==> config.mk <==
export PLATFORM = sky130hd
export DESIGN_NAME = prog_lut
export DESIGN_NICKNAME = d
export VERILOG_FILES = /design/src/rtl/prog_lut.sv
export SDC_FILE = /design/constraint.sdc
export NUM_CORES = 1
export LEC_CHECK = 0
export BUFFER_PORTS_ARGS = -buffer_cell sky130_fd_sc_hd__clkbuf_2
export CORE_ASPECT_RATIO = 0.5
export CORE_MARGIN = 2
export CORE_UTILIZATION = 59
export CTS_CLUSTER_DIAMETER = 100
export DETAILED_ROUTE_END_ITERATION = 7
export GPL_TIMING_DRIVEN = 0
export PLACE_DENSITY = 0.91
export SYNTH_ARGS = -nofsm -noshare
export SYNTH_HDL_FRONTEND = slang
export SYNTH_SLANG_ARGS = --single-unit
==> constraint.sdc <==
create_clock -name clk -period 2.62 [get_ports clk]
set_input_delay 0.524 -clock clk [delete_from_list [all_inputs] [get_ports clk]]
set_output_delay 0.524 -clock clk [all_outputs]
set_load 0.01 [all_outputs]
==> src/rtl/prog_lut.sv <==
// prog_lut: programmable, registered code-conversion table.
// After reset the table sweeps itself to default contents (INIT), then serves
// valid/ready lookups with one cycle of latency and accepts software writes (RUN).
//
// Handshake: a request transfers on a rising edge where in_valid && in_ready;
// a result transfers on a rising edge where out_valid && out_ready. in_ready
// depends only on state, out_valid and out_ready (never on in_valid). While a
// result is held with out_ready low, out_data/out_valid stay stable.
module prog_lut #(
    parameter int IN_W      = 4,
    parameter int OUT_W     = 6,
    parameter int INIT_MODE = 0
) (
    input  logic             clk,
    input  logic             rst,
    input  logic             wr_en,
    input  logic [IN_W-1:0]  wr_addr,
    input  logic [OUT_W-1:0] wr_data,
    input  logic             in_valid,
    output logic             in_ready,
    input  logic [IN_W-1:0]  in_data,
    output logic             out_valid,
    input  logic             out_ready,
    output logic [OUT_W-1:0] out_data,
    output logic             init_done,
    output logic [15:0]      lookup_cnt
);

    localparam int              DEPTH    = 1 << IN_W;
    localparam logic [IN_W-1:0] LAST_IDX = IN_W'(DEPTH - 1);

    // init_done is a registered copy of (state_q == ST_RUN) and serves as the
    // externally visible state indicator.
    typedef enum logic {
        ST_INIT = 1'b0,
        ST_RUN  = 1'b1
    } state_t;

    state_t           state_q;
    logic [IN_W-1:0]  sweep_idx;
    logic [OUT_W-1:0] table_q [DEPTH];
    logic             accept;
    logic             fwd_hit;
    logic [OUT_W-1:0] lookup_word;

    // Default content of entry k: zero, or k truncated/zero-extended to OUT_W.
    function automatic logic [OUT_W-1:0] default_word(input logic [IN_W-1:0] k);
        if (INIT_MODE == 1) begin
            return OUT_W'(k);
        end else begin
            return '0;
        end
    endfunction

    // State machine: sweep every entry once after reset, then run until next reset.
    always_ff @(posedge clk) begin
        if (rst) begin
            state_q   <= ST_INIT;
            sweep_idx <= '0;
            init_done <= 1'b0;
        end else begin
            case (state_q)
                ST_INIT: begin
                    sweep_idx <= sweep_idx + IN_W'(1);
                    if (sweep_idx == LAST_IDX) begin
                        state_q   <= ST_RUN;
                        init_done <= 1'b1;
                    end
                end
                ST_RUN: begin
                    state_q <= ST_RUN;
                end
                default: begin
                    state_q   <= ST_INIT;
                    sweep_idx <= '0;
                    init_done <= 1'b0;
                end
            endcase
        end
    end

    // Table storage: the sweep owns the write port in INIT, software owns it in RUN.
    always_ff @(posedge clk) begin
        if (!rst) begin
            if (state_q == ST_INIT) begin
                table_q[sweep_idx] <= default_word(sweep_idx);
            end else if (wr_en) begin
                table_q[wr_addr] <= wr_data;
            end
        end
    end

    // Lookup read with forwarding of a same-cycle write to the requested entry.
    always_comb begin
        fwd_hit     = wr_en && (wr_addr == in_data);
        lookup_word = fwd_hit ? wr_data : table_q[in_data];
    end

    assign in_ready = (state_q == ST_RUN) && (!out_valid || out_ready);
    assign accept   = in_valid && in_ready;

    // Result register and accepted-lookup counter; out_data keeps its last value when drained.
    always_ff @(posedge clk) begin
        if (rst) begin
            out_valid  <= 1'b0;
            out_data   <= '0;
            lookup_cnt <= '0;
        end else begin
            if (accept) begin
                out_data   <= lookup_word;
                out_valid  <= 1'b1;
                lookup_cnt <= lookup_cnt + 16'd1;
            end else if (out_ready) begin
                out_valid <= 1'b0;
            end
        end
    end

endmodule

==> results.py <==
metrics = {
    "outcome": {
        "run_status": "completed",
    },
    "cells_and_area": {
        "regArea_mm2": 0.003463,
        "nets": 420,
        "postLayoutCellArea_mm2": 0.006068,
        "drive_above_1_share": 0.2524,
        "area_used_by_multi_input_combinational_logic_mm2": 0.001597,
        "num_antenna_cells": 0,
        "areaGrowthSynthToFinish_pct": 18.00,
        "final.fill_count": 478,
    },
    "sta": {
        "finalMaxSlewViolations": 0,
        "min_period_over_period": 0.9345,
        "fin_setup_tns_ns": 0,
        "timing.fmax_mhz": 408.4,
        "finalClockSkew_ns": 0.007113,
        "setup_repair_after_global_routing_missed_its_margin": "false",
        "finalHoldViolations": 0,
        "finalWorstPathRequiredPeriod_ns": 2.448,
        "timing.final.setup_violations": 0,
        "worstMarginPinSlew_ns": 0.7483,
        "worst_slew_margin_rel": 0.5011,
    },
    "clocking": {
        "h_tree_depth_reported_by_cts": 4,
        "cts_repair_resize_count": 0,
        "numCtsBuffers": 17,
        "postCtsSetupRepairBufs": 0,
        "tritoncts_num_sinks": 125,
        "clock_tree.root_cell": "sky130_fd_sc_hd__clkbuf_16",
        "worstSkewPairLatency_ns": 0.42,
        "max-clock-path-buffers": 2,
        "cts.clk_slew.worst_paths_ns": 0.06,
        "post_cts_hold_buffer_count": 0,
        "cts_tree": "yes",
    },
    "worst_setup_path": {
        "start_kind": "flip-flop",
        "path_max_fanout": 10,
        "r2r_setup_slack_ns": 0.17,
        "r2r-end": "table_q[1][1]$_DFFE_PP_",
        "rr_startpoint": "state_q$_SDFF_PP0_",
        "cp.required_ns": 2.67,
        "reg2reg_depth": 6,
        "setup_cp_type": "flip-flop to flip-flop",
        "endpoint_kind": "flip-flop",
        "data_arrival_time_at_the_worst_slack_endpoint_ns": 2.50,
    },
    "pwr": {
        "total_power_uw": 4600,
        "pwr_density_cell_mw_per_mm2": 758.1,
        "p_leak_uw": 0.002287,
        "max-vdd-ir-drop_mv": 0.5160,
    },
    "global_route": {
        "largest_net_degree_at_the_start_of_global_routing": 18,
        "grt.total_usage": 0.2871,
        "grt_pass1_wl_mm": 19.21,
        "antenna_found_initial": 0,
        "grt_pass1_vias": 3447,
        "gr-total-overflow": 0,
    },
    "yosys": {
        "synthMostInstantiatedCell": "sky130_fd_sc_hd__edfxtp_1",
        "synth_seq_cells": 125,
        "synth_cell_type_count": 34,
        "synth-warning-count": 0,
        "post_synth_inst_count": 339,
        "synth-seq-area-share": 0.6735,
        "synth_edf_count": 96,
        "synth_area_leaders": "sky130_fd_sc_hd__edfxtp_1, sky130_fd_sc_hd__dfxtp_1, sky130_fd_sc_hd__mux4_2",
        "postSynth.asyncResetShare": 0,
        "area_fraction_of_the_dominant_cell_type_after_synthesis": 0.5606,
        "ys_dominant_reg_cell": "sky130_fd_sc_hd__edfxtp_1",
        "post_syn_area_per_cell_um2": 15.17,
        "synth_fp_nets": 360,
        "synth_area_leader_cell": "sky130_fd_sc_hd__edfxtp_1",
        "netlist_area_mm2": 0.005142,
        "netlist_top_cells_count": "sky130_fd_sc_hd__edfxtp_1, sky130_fd_sc_hd__nor2_1, sky130_fd_sc_hd__dfxtp_1",
    },
    "placement": {
        "dpl-instance-area_mm2": 0.005494,
        "place_hpwl_mm": 7.341,
        "place.port_buffers": 41,
        "gp_congestion": 0.8264,
    },
    "routing": {
        "via_count": 3480,
        "detail_route.drc_violations": 0,
        "detail_route.wirelength_mm": 12.61,
        "detailedRoute.firstIterationViolations": 427,
        "avgRoutedWirePerCell_um": 23.84,
        "ant_nets": 0,
        "detail_route.vias_per_cell": 6.578,
        "dr.pass1.iters": 7,
    },
    "run": {
        "max_capacitance_violation_count": 0,
    },
    "die": {
        "area_enclosed_by_the_die_boundary_mm2": 0.009524,
        "die_h_um": 70.02,
        "die_w_um": 136.0,
        "initial_cell_density_of_the_core": 0.5988,
        "std_cell_rows": 24,
        "core_area_mm2": 0.008588,
        "ioPinCount": 44,
    },
    "hold_path": {
        "hp-class": "primary input to flip-flop",
        "hold_path_end": "out_valid$_SDFFE_PP0P_",
        "min_from": "in_valid",
        "min_delay_path_depth": 3,
    },
}
[routing by layer]
layer	wire length, um	vias up	global-route usage
met5	0	-	0
met4	495	0	0.1481
met3	1182	55	0.09731
met2	6083	279	0.4467
met1	4851	1726	0.3620
li1	-	1420	-
[how the worst max path moves through the flow]
stage,from,slack (ns),end,depth (start not counted)
global placement,rst,0.02,table_q[1][5]$_DFFE_PP_,7
floorplan,rst,0.46,table_q[5][0]$_DFFE_PP_,6
global route,state_q$_SDFF_PP0_,0.004,table_q[0][1]$_DFFE_PP_,6
finish,state_q$_SDFF_PP0_,0.17,table_q[1][1]$_DFFE_PP_,6
detailed placement,rst,-0.08,table_q[1][5]$_DFFE_PP_,7
CTS,state_q$_SDFF_PP0_,0.21,table_q[1][1]$_DFFE_PP_,6
[state kept, by name, summed over array words and instances, names as in the netlist]
| signal | flops |
|---|---|
| init_done | 1 |
| table_q | 96 |
| lookup_cnt | 16 |
| sweep_idx | 4 |
| out_data | 6 |
| state_q | 1 |
| out_valid | 1 |
[cells by family after synthesis]
kind of cell	Yosys count	synth area share
compound gates	37	0.04793
xor+xnor	19	0.03382
fa+ha+maj	2	0.004865
buf+inv	18	0.01606
flops	125	0.6735
mux	35	0.1275
simple gates	103	0.09635
[through the flow]
stage / setup WS, ns / hold slack (ns) / std cells / util
floorplan: 0.4626 / 0.5036 / 339 / -
global placement: 0.01748 / 0.4699 / 497 / 0.6397
detailed placement: -0.07783 / 0.4786 / 497 / 0.6397
CTS: 0.2056 / 0.4233 / 529 / 0.7066
global route: 0.003653 / 0.4398 / 529 / 0.7066
finish: 0.1716 / 0.4364 / 529 / 0.7066
[report_power, final]
part | switching, uW | internal [uW] | total, uW | leakage (uW)
clock | 877 | 1390 | 2270 | 0.000262
combinational | 115 | 74.4 | 189 | 0.000772
sequential | 14.3 | 2130 | 2140 | 0.00125
total | 1010 | 3590 | 4600 | 0.00229
[final cells by class]
class                           count  area share
Tap cell                          117     0.02412
Timing Repair Buffer               41     0.03381
Multi-Input combinational cell    196      0.2631
Sequential cell                   125      0.5707
Inverter                            3    0.001856
Buffer                             15     0.01175
Clock buffer                       17     0.07010
Clock inverter                     15     0.02454
[cells in the final DEF (no fill, tap or decap), types with 4 or more instances in the layout]
cell type,count
sky130_fd_sc_hd__clkbuf_1,8
sky130_fd_sc_hd__and2_1,9
sky130_fd_sc_hd__clkinvlp_4,6
sky130_fd_sc_hd__edfxtp_1,96
sky130_fd_sc_hd__a211oi_1,6
sky130_fd_sc_hd__nand3_1,9
sky130_fd_sc_hd__mux4_2,24
sky130_fd_sc_hd__dfxtp_1,29
sky130_fd_sc_hd__nand2_1,18
sky130_fd_sc_hd__nor2_1,45
sky130_fd_sc_hd__o21ai_0,4
sky130_fd_sc_hd__clkbuf_2,41
sky130_fd_sc_hd__a21oi_1,6
sky130_fd_sc_hd__or3_1,4
sky130_fd_sc_hd__a31oi_1,7
sky130_fd_sc_hd__xnor2_1,4
sky130_fd_sc_hd__xor2_1,14
sky130_fd_sc_hd__clkbuf_16,17
sky130_fd_sc_hd__mux2i_1,10
sky130_fd_sc_hd__nor2b_1,4
sky130_fd_sc_hd__a22oi_1,12
[worst max-delay path: stages (launching register included)]
cell,delay [ns]
sky130_fd_sc_hd__dfxtp_1,0.42
sky130_fd_sc_hd__and3b_1,0.18
sky130_fd_sc_hd__buf_4,0.16
sky130_fd_sc_hd__clkbuf_1,0.36
sky130_fd_sc_hd__mux2i_1,0.29
sky130_fd_sc_hd__nand2_1,0.15
sky130_fd_sc_hd__nor2_1,0.52
(Power assumes the default switching activity.)
